[src/rtl/dec_8b10b.sv]
// 8b/10b symbol decoder with running-disparity checking and a comma-based
// link synchronisation state machine. One symbol per valid cycle, 1-cycle latency.
module dec_8b10b #(
  parameter int unsigned COMMA_COUNT = 3,
  parameter int unsigned ERR_LIMIT   = 4,
  parameter int unsigned GOOD_RUN    = 4
) (
  input  logic       clk,
  input  logic       reset,
  input  logic       in_valid,
  input  logic [9:0] in_sym,
  output logic       out_valid,
  output logic [7:0] data,
  output logic       control,
  output logic       code_err,
  output logic       disp_err,
  output logic       comma,
  output logic       rd,
  output logic       sync
);

  localparam int unsigned CCW = $clog2(COMMA_COUNT + 1);
  localparam int unsigned EW  = $clog2(ERR_LIMIT + 1);
  localparam int unsigned GW  = $clog2(GOOD_RUN + 1);
  localparam logic [CCW-1:0] CC_LAST = CCW'(COMMA_COUNT - 1);
  localparam logic [EW-1:0]  EL_LAST = EW'(ERR_LIMIT - 1);
  localparam logic [GW-1:0]  GR_LAST = GW'(GOOD_RUN - 1);
  localparam logic [GW-1:0]  GR_MAX  = GW'(GOOD_RUN);

  typedef enum logic [1:0] {
    ST_LOS,
    ST_COMMA_DET,
    ST_SYNC
  } state_t;

  state_t           state;
  logic [CCW-1:0]   comma_cnt;
  logic [EW-1:0]    err_cnt;
  logic [GW-1:0]    good_cnt;

  logic [5:0] six;
  logic [3:0] four;
  logic [3:0] four_src;
  logic [4:0] edcba;
  logic [2:0] hgf;
  logic [2:0] ones6;
  logic [2:0] ones4;
  logic       six_ok;
  logic       four_ok;
  logic       k28;
  logic       k_alt;
  logic       code_bad;
  logic       pos6, neg6, pos4, neg4;
  logic       derr6, derr4;
  logic       rd6, rd4;
  logic       comma_n;
  logic       sym_err;

  always_comb begin
    six      = in_sym[9:4];
    four     = in_sym[3:0];
    ones6    = 3'($countones(six));
    ones4    = 3'($countones(four));
    k28      = (six == 6'b001111) || (six == 6'b110000);
    six_ok   = 1'b1;
    edcba    = '0;
    case (six)
      6'b100111, 6'b011000: edcba = 5'd0;
      6'b011101, 6'b100010: edcba = 5'd1;
      6'b101101, 6'b010010: edcba = 5'd2;
      6'b110001:            edcba = 5'd3;
      6'b110101, 6'b001010: edcba = 5'd4;
      6'b101001:            edcba = 5'd5;
      6'b011001:            edcba = 5'd6;
      6'b111000, 6'b000111: edcba = 5'd7;
      6'b111001, 6'b000110: edcba = 5'd8;
      6'b100101:            edcba = 5'd9;
      6'b010101:            edcba = 5'd10;
      6'b110100:            edcba = 5'd11;
      6'b001101:            edcba = 5'd12;
      6'b101100:            edcba = 5'd13;
      6'b011100:            edcba = 5'd14;
      6'b010111, 6'b101000: edcba = 5'd15;
      6'b011011, 6'b100100: edcba = 5'd16;
      6'b100011:            edcba = 5'd17;
      6'b010011:            edcba = 5'd18;
      6'b110010:            edcba = 5'd19;
      6'b001011:            edcba = 5'd20;
      6'b101010:            edcba = 5'd21;
      6'b011010:            edcba = 5'd22;
      6'b111010, 6'b000101: edcba = 5'd23;
      6'b110011, 6'b001100: edcba = 5'd24;
      6'b100110:            edcba = 5'd25;
      6'b010110:            edcba = 5'd26;
      6'b110110, 6'b001001: edcba = 5'd27;
      6'b001110, 6'b001111, 6'b110000: edcba = 5'd28;
      6'b101110, 6'b010001: edcba = 5'd29;
      6'b011110, 6'b100001: edcba = 5'd30;
      6'b101011, 6'b010100: edcba = 5'd31;
      default:              six_ok = 1'b0;
    endcase

    // K28 at RD+ carries the complemented 4b code, so fold it back onto the data table
    four_src = (six == 6'b110000) ? ~four : four;
    four_ok  = 1'b1;
    hgf      = '0;
    case (four_src)
      4'b1011, 4'b0100: hgf = 3'd0;
      4'b1001:          hgf = 3'd1;
      4'b0101:          hgf = 3'd2;
      4'b1100, 4'b0011: hgf = 3'd3;
      4'b1101, 4'b0010: hgf = 3'd4;
      4'b1010:          hgf = 3'd5;
      4'b0110:          hgf = 3'd6;
      4'b1110, 4'b0001, 4'b0111, 4'b1000: hgf = 3'd7;
      default:          four_ok = 1'b0;
    endcase

    k_alt = ((six == 6'b111010) || (six == 6'b000101) || (six == 6'b110110) ||
             (six == 6'b001001) || (six == 6'b101110) || (six == 6'b010001) ||
             (six == 6'b011110) || (six == 6'b100001)) &&
            ((four == 4'b0111) || (four == 4'b1000));
    code_bad = !six_ok || !four_ok;

    // Directional neutral codes behave like the sign they leave the line in
    pos6  = (ones6 > 3'd3) || (six == 6'b111000);
    neg6  = (ones6 < 3'd3) || (six == 6'b000111);
    derr6 = (pos6 && rd) || (neg6 && !rd);
    rd6   = pos6 ? 1'b1 : (neg6 ? 1'b0 : rd);
    pos4  = (ones4 > 3'd2) || (four == 4'b1100);
    neg4  = (ones4 < 3'd2) || (four == 4'b0011);
    derr4 = (pos4 && rd6) || (neg4 && !rd6);
    rd4   = pos4 ? 1'b1 : (neg4 ? 1'b0 : rd6);

    comma_n = (in_sym[9:3] == 7'b0011111) || (in_sym[9:3] == 7'b1100000);
    sym_err = code_bad || derr6 || derr4;
  end

  always_ff @(posedge clk or posedge reset) begin
    if (reset) begin
      out_valid <= 1'b0;
      data      <= '0;
      control   <= 1'b0;
      code_err  <= 1'b0;
      disp_err  <= 1'b0;
      comma     <= 1'b0;
      rd        <= 1'b0;
    end else begin
      out_valid <= in_valid;
      if (in_valid) begin
        data     <= code_bad ? 8'h00 : {hgf, edcba};
        control  <= !code_bad && (k28 || k_alt);
        code_err <= code_bad;
        disp_err <= derr6 || derr4;
        comma    <= comma_n;
        rd       <= rd4;
      end
    end
  end

  always_ff @(posedge clk or posedge reset) begin
    if (reset) begin
      state     <= ST_LOS;
      comma_cnt <= '0;
      err_cnt   <= '0;
      good_cnt  <= '0;
      sync      <= 1'b0;
    end else if (in_valid) begin
      case (state)
        ST_LOS: begin
          if (comma_n && !code_bad) begin
            if (COMMA_COUNT <= 1) begin
              state <= ST_SYNC;
              sync  <= 1'b1;
            end else begin
              state     <= ST_COMMA_DET;
              comma_cnt <= CCW'(1);
            end
          end
        end
        ST_COMMA_DET: begin
          if (sym_err) begin
            state     <= ST_LOS;
            comma_cnt <= '0;
          end else if (comma_n) begin
            if (comma_cnt >= CC_LAST) begin
              state     <= ST_SYNC;
              sync      <= 1'b1;
              comma_cnt <= '0;
            end else begin
              comma_cnt <= comma_cnt + 1'b1;
            end
          end
        end
        ST_SYNC: begin
          if (sym_err) begin
            good_cnt <= '0;
            if (err_cnt >= EL_LAST) begin
              state   <= ST_LOS;
              sync    <= 1'b0;
              err_cnt <= '0;
            end else begin
              err_cnt <= err_cnt + 1'b1;
            end
          end else if ((good_cnt >= GR_LAST) && (err_cnt != '0)) begin
            err_cnt  <= err_cnt - 1'b1;
            good_cnt <= '0;
          end else if (good_cnt != GR_MAX) begin
            good_cnt <= good_cnt + 1'b1;
          end
        end
        default: begin
          state <= ST_LOS;
          sync  <= 1'b0;
        end
      endcase
    end
  end

endmodule

[config.mk]
export PLATFORM = sky130hd
export DESIGN_NAME = dec_8b10b
export DESIGN_NICKNAME = d
export VERILOG_FILES = /design/src/rtl/dec_8b10b.sv
export SDC_FILE = /design/constraint.sdc
export NUM_CORES = 1
export LEC_CHECK = 0
export BUFFER_PORTS_ARGS = -buffer_cell sky130_fd_sc_hd__buf_2
export CORE_AREA = 10 10 83 85
export CTS_BUF_LIST = sky130_fd_sc_hd__clkbuf_2
export CTS_CLUSTER_DIAMETER = 50
export DETAILED_ROUTE_END_ITERATION = 8
export DIE_AREA = 0 0 93 95
export GPL_TIMING_DRIVEN = 0
export HOLD_SLACK_MARGIN = 0.02
export PLACE_DENSITY_LB_ADDON = 0.08
export SETUP_SLACK_MARGIN = 0.3
export SLEW_MARGIN = 20
export SYNTH_ARGS = -nofsm -noshare
export SYNTH_HDL_FRONTEND = slang
export SYNTH_SLANG_ARGS = --single-unit
[constraint.sdc]
create_clock -name clk -period 5.85 [get_ports clk]
set_input_delay 1.17 -clock clk [delete_from_list [all_inputs] [get_ports clk]]
set_output_delay 1.17 -clock clk [all_outputs]
set_load 0.03 [all_outputs]
==> results.cfg, run 1 <==
[die]
initial_core_util_pct = 52.3
die_w_um = 93
boundaryPins = 28
die_area_um2 = 8840
die_h_um = 95
core_um2 = 5340
core.rowCount = 27

[timing]
setup_viol = 0
period_minus_slack_ps = 4730
fin_crit_sh_pct = 80.9
tightest_slew_ps = 942
setup_ws_ps = 1120
setup_tns_ps = 0
rsz0062_at_grt = no
final_max_slew_viol_count = 0
maxSlewHeadroom_pct = 37.1
hold_viol = 0
holdWs_ps = 534
max_freq_mhz = 211
finalClockSkew_ps = 3.77

[power_and_ir_drop]
vdd_drop_max_uv = 75.7
static-leakage-power_nw = 1.36
powerDensity_nw_per_um2 = 183
power_mw = 0.554

[clock_network]
cts-hold-fix-buffers = 0
cts_tree = yes
cts_setup_buffers = 0
htree_levels = 1
cts_buffers = 3
clk_pin_slew_ps = 240
clock_latency_ps = 360
cts_root_buf = clkbuf_2
cts.sinks = 25
clock_path_buffers = 2
cts_repair_resize_count = 0

[synth]
yosys.area.top_type = dfrtp_1
ys_seq_area_share_pct = 22.4
syn_area_um2 = 2790
synth_cell_types = 74
yosys_warnings = 0
syn_avg_cell_area_um2 = 7.97
postSynth.asyncResetShare_pct = 100
synth_top_area_share_pct = 22.4
synth_seq_cells = 25
synthTopCellsByArea = dfrtp_1 22%, ha_1 7.6%, nand2_1 4.6%, nor2_1 4.3%, inv_1 3.9%
synth-edff-count = 0
synthFlopType = dfrtp_1
synth_nets = 384
netlist_instances = 350

[final_layout]
final_common_cell = nand2_1
layout-drive-gt1-share_pct = 16.8
final_core_utilization_pct = 56.8
finalNonFillerCells = 452
num-fill-cells = 534
multi_input_area_um2 = 1930
area.sequential_um2 = 626
area_delta_synth_final_pct = 8.70
mostFrequentLayoutCells = 34 x nand2_1, 32 x nor2_1, 32 x buf_2, 29 x inv_1, 25 x dfrtp_1
diodes = 0
stdcell_area_um2 = 3030
nets = 415

[place]
hpwl_um = 5550
place_ws_ps = 727
dpl_cell_area_um2 = 3010
io_buffers = 26
placed_cells = 448
place.gp.congestion = 0.968

[grt]
grt_max_degree = 26
grt_use_total_pct = 16.2
grt_pass1_vias = 2534
grt_pass1_wl_um = 12100
grt.overflow.total = 0
antenna_found_initial = 0

[critical_path]
worst_path_largest_cell_delay_ps = 580
endpoint_kind = flip-flop
crit_fanout = 10
critPathSlowestCell = a2111oi_0
crit_start = in_sym[9]
cp-start-kind = primary input
criticalPathCategory = in2reg
cp.arrival_ps = 5030
crit_required_ps = 6150
crit_chain = buf_2, clkbuf_1, inv_1, fa_1, inv_1, ha_1, fa_1, a21oi_1, a2111oi_0, nand3b_1, o211ai_2, o211ai_4, or4b_4, a221oi_2
reg2reg_from = rd$_DFFE_PP0P_

[routing]
drtAntennaViolNets = 0
vias = 2706
routedWlPerCell_um = 15.6
drc = 0
first_pass_iters = 4
drt_iter0_drc = 176
viasPerCell = 5.99
wl_um = 7060

[worst_hold_path]
worstHoldPathType = reg2reg
hp-start = data[3]$_DFFE_PP0P_

[job]
drv_cap = 0

[status]
outcome = completed
[Yosys cell counts (all sizes together), types with 4 or more instances]
master,instances
nor2b,6
nand2,35
a22o,10
nand3b,5
o31ai,5
ha,17
nand4,6
nor3,11
a21oi,13
fa,4
mux2,5
buf,12
nor3b,6
nand3,9
inv,29
nor2,32
clkbuf,12
o21ai,20
o211ai,5
a2111oi,5
nand2b,6
dfrtp,25
a211oi,4
mux2i,5
[kinds of logic after synthesis]
group	after synthesis	share of synthesized area [%]
AOI/OAI and AO/OA	101	28.0
xor gates and xnor gates	5	1.57
adders and majority gates	21	10.5
buffers and inverters	53	8.34
DFF	25	22.4
muxes	10	3.81
and+or+nand+nor	135	25.4
[routing by layer]
metal | track usage [%] | wire length (um) | share of wire, %
met5 | 0 | 0 | 0
met4 | 6.04 | 136 | 1.9
met3 | 1.90 | 356 | 5.0
met2 | 27.6 | 3370 | 48
met1 | 20.6 | 3200 | 45
[power breakdown]
part	internal, mW	leakage [nW]	switching (mW)
combinational	0.101	1.04	0.172
clock	0.0159	0.0126	0.0546
sequential	0.194	0.312	0.0169
[critical path: cells and delay by family]
family / cells / cell delay, ps
buffers and inverters: 4 / 790
AND/OR/NAND/NOR: 2 / 710
adder cells (fa/ha/maj): 3 / 1180
AO/OA/AOI/OAI: 5 / 1180
[worst paths after layout]
path | end | slack, ps | cells past startpoint
max in group asynchronous | comma_cnt[0]$_DFFE_PP0P_ | 4320 | 2
worst min-delay path | data[3]$_DFFE_PP0P_ | 530 | 2
worst min register to register | data[3]$_DFFE_PP0P_ | 530 | 2
min in group asynchronous | data[6]$_DFFE_PP0P_ | 970 | 2
worst max register to register | state[1]$_DFFE_PP0P_ | 3720 | 5
worst max-delay path | state[1]$_DFFE_PP0P_ | 1120 | 14
[final cells by class]
| class | count | area share, % |
|---|---|---|
| Clock inverter | 1 | 0.248 |
| Buffer | 24 | 4.08 |
| Timing Repair Buffer | 26 | 4.29 |
| Multi-Input combinational cell | 272 | 63.7 |
| Clock buffer | 3 | 0.495 |
| Sequential cell | 25 | 20.6 |
| Inverter | 29 | 3.59 |
| Tap cell | 72 | 2.97 |
[flip-flops by register name, indices dropped and copies added, names as in the netlist]
name / flops
out_valid: 1
comma: 1
rd: 1
good_cnt: 3
control: 1
comma_cnt: 2
state: 2
err_cnt: 3
disp_err: 1
code_err: 1
data: 8
sync: 1
(Power assumes the default switching activity.)
==> run 2: changes to the inputs <==
==> constraint.sdc (replaced) <==
create_clock -name clk -period 4.85 [get_ports clk]
set_input_delay 0.97 -clock clk [delete_from_list [all_inputs] [get_ports clk]]
set_output_delay 0.97 -clock clk [all_outputs]
set_load 0.03 [all_outputs]
==> results.cfg, run 2 (same netlist as run 1, synthesis figures left out) <==
[status]
outcome = completed

[routing]
drc = 0
drt_iter0_drc = 180
wl_um = 7080
vias = 2706
drtAntennaViolNets = 0
first_pass_iters = 5
viasPerCell = 5.99
routedWlPerCell_um = 15.7

[die]
die_w_um = 93
die_area_um2 = 8840
die_h_um = 95
boundaryPins = 28
core_um2 = 5340
core.rowCount = 27
initial_core_util_pct = 52.3

[critical_path]
criticalPathCategory = in2reg
cp-start-kind = primary input
crit_family = adder cells
endpoint_kind = flip-flop
crit_top_cell = fa_1
critPathSlowestCell = or4b_4
crit_fanout = 5
critPathBufInv = 3
cp.arrival_ps = 4700
r2r_slack_ps = 2720
worst_path_largest_cell_delay_ps = 550
crit_required_ps = 5150
crit_chain = buf_2, fa_1, inv_1, fa_1, inv_1, ha_1, fa_1, a21oi_1, a21o_1, mux2_2, o211ai_2, o211ai_4, or4b_4, a221oi_2

[place]
io_buffers = 26
place.gp.congestion = 0.968
hpwl_um = 5550
dpl_cell_area_um2 = 3010
place_ws_ps = -72.8
placed_cells = 448

[timing]
max_freq_mhz = 227
setup_ws_ps = 449
period_minus_slack_ps = 4400
setup_viol = 0
fin_crit_sh_pct = 90.7
tightest_slew_ps = 941
final_max_slew_viol_count = 0
rsz0062_at_grt = no
hold_viol = 0
maxSlewHeadroom_pct = 37.2
finalClockSkew_ps = 3.17

[grt]
antenna_found_initial = 0
grt_pass1_vias = 2534
grt.overflow.total = 0
grt_pass1_wl_um = 12100
grt_use_total_pct = 16.2
grt_max_degree = 26

[clock_network]
cts_setup_buffers = 0
clock_path_buffers = 2
cts.sinks = 25
cts_buffers = 3
clock_latency_ps = 360
cts_root_buf = clkbuf_2
clk_pin_slew_ps = 240
htree_levels = 1
cts_tree = yes

[power_and_ir_drop]
powerDensity_nw_per_um2 = 220
static-leakage-power_nw = 1.37
vdd_drop_max_uv = 91.2
power_mw = 0.669

[final_layout]
largest_reg_flops = 8
area_delta_synth_final_pct = 8.79
reg_top3 = data x8, err_cnt x3, good_cnt x3
finalNonFillerCells = 452
mostFrequentLayoutCells = 34 x nand2_1, 32 x nor2_1, 32 x buf_2, 29 x inv_1, 25 x dfrtp_1
stdcell_area_um2 = 3040
nets = 415
diodes = 0
largest_register = data
num-fill-cells = 534
final_common_cell = nand2_1
layout-drive-gt1-share_pct = 17.1

[worst_hold_path]
worstHoldPathType = reg2reg

[job]
drv_cap = 0
## run 2: cell counts in the layout (fill, tap and decap cells not counted)
No cell type changed its count.
## run 2: repair_timing
item,4_1_cts,5_1_grt
setup endpoints to repair,0,4
hold buffers,0,0
resized for setup,0,3
## run 2: power by group
group          internal (mW)  switching, mW
Combinational          0.122          0.207
Sequential             0.234         0.0203
Clock                 0.0191         0.0658
## run 2: cell type report
type	instances	area, um2	share of cell area (%)
Buffer	24	125	4.12
Clock buffer	3	15.0	0.495
Clock inverter	1	7.51	0.247
Inverter	29	109	3.59
Multi-Input combinational cell	272	1930	63.7
Sequential cell	25	626	20.6
Tap cell	72	90.1	2.97
Timing Repair Buffer	26	130	4.29
## run 2: metal layers
metal / track usage, % / wire length [um] / vias to the layer above
met5: 0 / 0 / -
li1: - / - / 1336
met4: 6.04 / 128 / 0
met2: 27.6 / 3390 / 88
met1: 20.6 / 3140 / 1271
met3: 1.90 / 419 / 11
## run 2: worst register-to-register path, delay by kind of cell, from the launching register on
kind	cells	cell delay (ps)
compound gates	3	490
flops	1	480
simple gates	2	1100
## run 2: per-stage QoR
stage,setup TNS (ps),hold slack [ps],util (%)
finish,0,534,56.9
global route,0,557,56.9
CTS,0,539,56.8
detailed placement,-72.8,490,56.4
global placement,0,486,56.4
floorplan,0,504,-
## run 2: path summary, 6_finish.rpt
check                                     from  depth (start not counted)                        to
setup / recovery                     in_sym[4]                         14      state[1]$_DFFE_PP0P_
hold / removal             data[3]$_DFFE_PP0P_                          2       data[3]$_DFFE_PP0P_
setup reg to reg                rd$_DFFE_PP0P_                          5      state[1]$_DFFE_PP0P_
hold reg to reg            data[3]$_DFFE_PP0P_                          2       data[3]$_DFFE_PP0P_
max in group asynchronous                reset                          2  comma_cnt[0]$_DFFE_PP0P_
min in group asynchronous                reset                          2       data[6]$_DFFE_PP0P_
==> run 3: changes to the inputs <==
--- a/config.mk
+++ b/config.mk
@@ -5,12 +5,12 @@
 export SDC_FILE = /design/constraint.sdc
 export NUM_CORES = 1
 export LEC_CHECK = 0
-export BUFFER_PORTS_ARGS = -buffer_cell sky130_fd_sc_hd__buf_2
 export CORE_AREA = 10 10 83 85
 export CTS_BUF_LIST = sky130_fd_sc_hd__clkbuf_2
 export CTS_CLUSTER_DIAMETER = 50
 export DETAILED_ROUTE_END_ITERATION = 8
 export DIE_AREA = 0 0 93 95
+export DONT_BUFFER_PORTS = 1
 export GPL_TIMING_DRIVEN = 0
 export HOLD_SLACK_MARGIN = 0.02
 export PLACE_DENSITY_LB_ADDON = 0.08
==> results.cfg, run 3 (same netlist as run 1, synthesis figures left out) <==
[status]
outcome = completed

[grt]
grt_use_total_pct = 15.7
grt_pass1_vias = 2430
antenna_found_initial = 0
grt.overflow.total = 0
grt_pass1_wl_um = 11600
grt_max_degree = 26

[critical_path]
endpoint_kind = flip-flop
crit_fanout = 10
cp-start-kind = primary input
criticalPathCategory = in2reg
cp.arrival_ps = 4580
crit_required_ps = 5120

[routing]
viasPerCell = 6.09
drtAntennaViolNets = 0
first_pass_iters = 5
wl_um = 7050
vias = 2595
routedWlPerCell_um = 16.6
drc = 0
drt_iter0_drc = 114

[clock_network]
cts.sinks = 25
clk_pin_slew_ps = 230
clock_latency_ps = 340
cts_buffers = 3
htree_levels = 1
cts_root_buf = clkbuf_2
cts-hold-fix-buffers = 0
clock_path_buffers = 2
cts_tree = yes

[die]
die_area_um2 = 8840
die_w_um = 93
boundaryPins = 28
die_h_um = 95
core.rowCount = 27
initial_core_util_pct = 52.3
core_um2 = 5340

[final_layout]
nets = 389
stdcell_area_um2 = 2900
largest_register = data
diodes = 0
mostFrequentLayoutCells = 34 x nand2_1, 32 x nor2_1, 29 x inv_1, 25 x dfrtp_1, 20 x o21ai_0
largest_reg_flops = 8
area_delta_synth_final_pct = 4.04
final_common_cell = nand2_1
reg_top3 = data x8, err_cnt x3, good_cnt x3
layout-drive-gt1-share_pct = 11.0
finalNonFillerCells = 426

[power_and_ir_drop]
power_mw = 0.639
vdd_drop_max_uv = 95.0
powerDensity_nw_per_um2 = 220
static-leakage-power_nw = 1.26

[timing]
maxSlewHeadroom_pct = 37.3
tightest_slew_ps = 939
holdWs_ps = 585
setup_viol = 0
hold_viol = 0
rsz0062_at_grt = no
fin_crit_sh_pct = 88.9
max_freq_mhz = 232
period_minus_slack_ps = 4310
finalClockSkew_ps = 6.34
final_max_slew_viol_count = 0

[place]
placed_cells = 422
hpwl_um = 5500
dpl_cell_area_um2 = 2880
io_buffers = 0
place.gp.congestion = 0.972

[job]
drv_cap = 0

[worst_hold_path]
worstHoldPathType = reg2reg
==> run 3: changes by cell type in the layout (fill, tap and decap cells not counted), sizes merged <==
cell and change:
buf -26, clkinvlp -1, clkbuf +1
==> run 3: power breakdown <==
group / internal, mW / leakage [nW] / switching [mW]
Clock: 0.0218 / 0.0166 / 0.0609
Sequential: 0.234 / 0.312 / 0.0632
Combinational: 0.106 / 0.927 / 0.154
==> run 3: metrics by stage <==
stage               utilization [%]  setup slack [ps]  setup TNS [ps]
floorplan                         -               415               0
global placement               54.0             -31.1           -31.1
detailed placement             54.0             -69.8           -69.8
CTS                            54.3               322               0
global route                   54.4               341               0
finish                         54.4               539               0
==> run 3: path summary, 6_finish.rpt <==
check                      slack [ps]                  endpoint                     start  cells after the start
min in group asynchronous         690  comma_cnt[1]$_DFFE_PP0P_                     reset                      1
hold reg to reg                   590  comma_cnt[0]$_DFFE_PP0P_  comma_cnt[0]$_DFFE_PP0P_                      1
setup / recovery                  540      state[1]$_DFFE_PP0P_                 in_sym[9]                     14
setup reg to reg                 2550      state[1]$_DFFE_PP0P_            rd$_DFFE_PP0P_                      5
max in group asynchronous        3600      state[1]$_DFFE_PP0P_                     reset                      1
hold / removal                    590  comma_cnt[0]$_DFFE_PP0P_  comma_cnt[0]$_DFFE_PP0P_                      1
==> run 3: critical path, cell delays in order <==
cell      delay [ps]
buf_2            150
clkbuf_2         280
inv_1            100
fa_1             510
inv_1             40
ha_1             180
fa_1             430
a21oi_1          230
a21o_1           140
mux2_2           350
o211ai_2         260
o211ai_4         150
or4b_4           550
a221oi_2         230
==> run 3: what timing repair did <==
action / 4_1_cts / 5_1_grt
endpoints found under the setup margin: 0 / 7
buffers inserted: 0 / 0
gates resized for setup: 0 / 3
hold endpoints to repair: 0 / 0
==> run 3: cell type report <==
cell class	count	area, um2
plain buffers	24	125
clock buffers	4	20.0
fillers	529	2430
inverters	29	109
multi-input cells	272	1930
flip-flops and latches	25	626
well taps	72	90.1
==> run 3: per-layer routing <==
layer / up-vias / GRT usage, % / share of wire (%)
met1: 1232 / 20.5 / 46
met5: - / 0 / 0
li1: 1287 / - / -
met3: 7 / 1.98 / 5.1
met2: 69 / 25.9 / 47
met4: 0 / 5.78 / 1.3
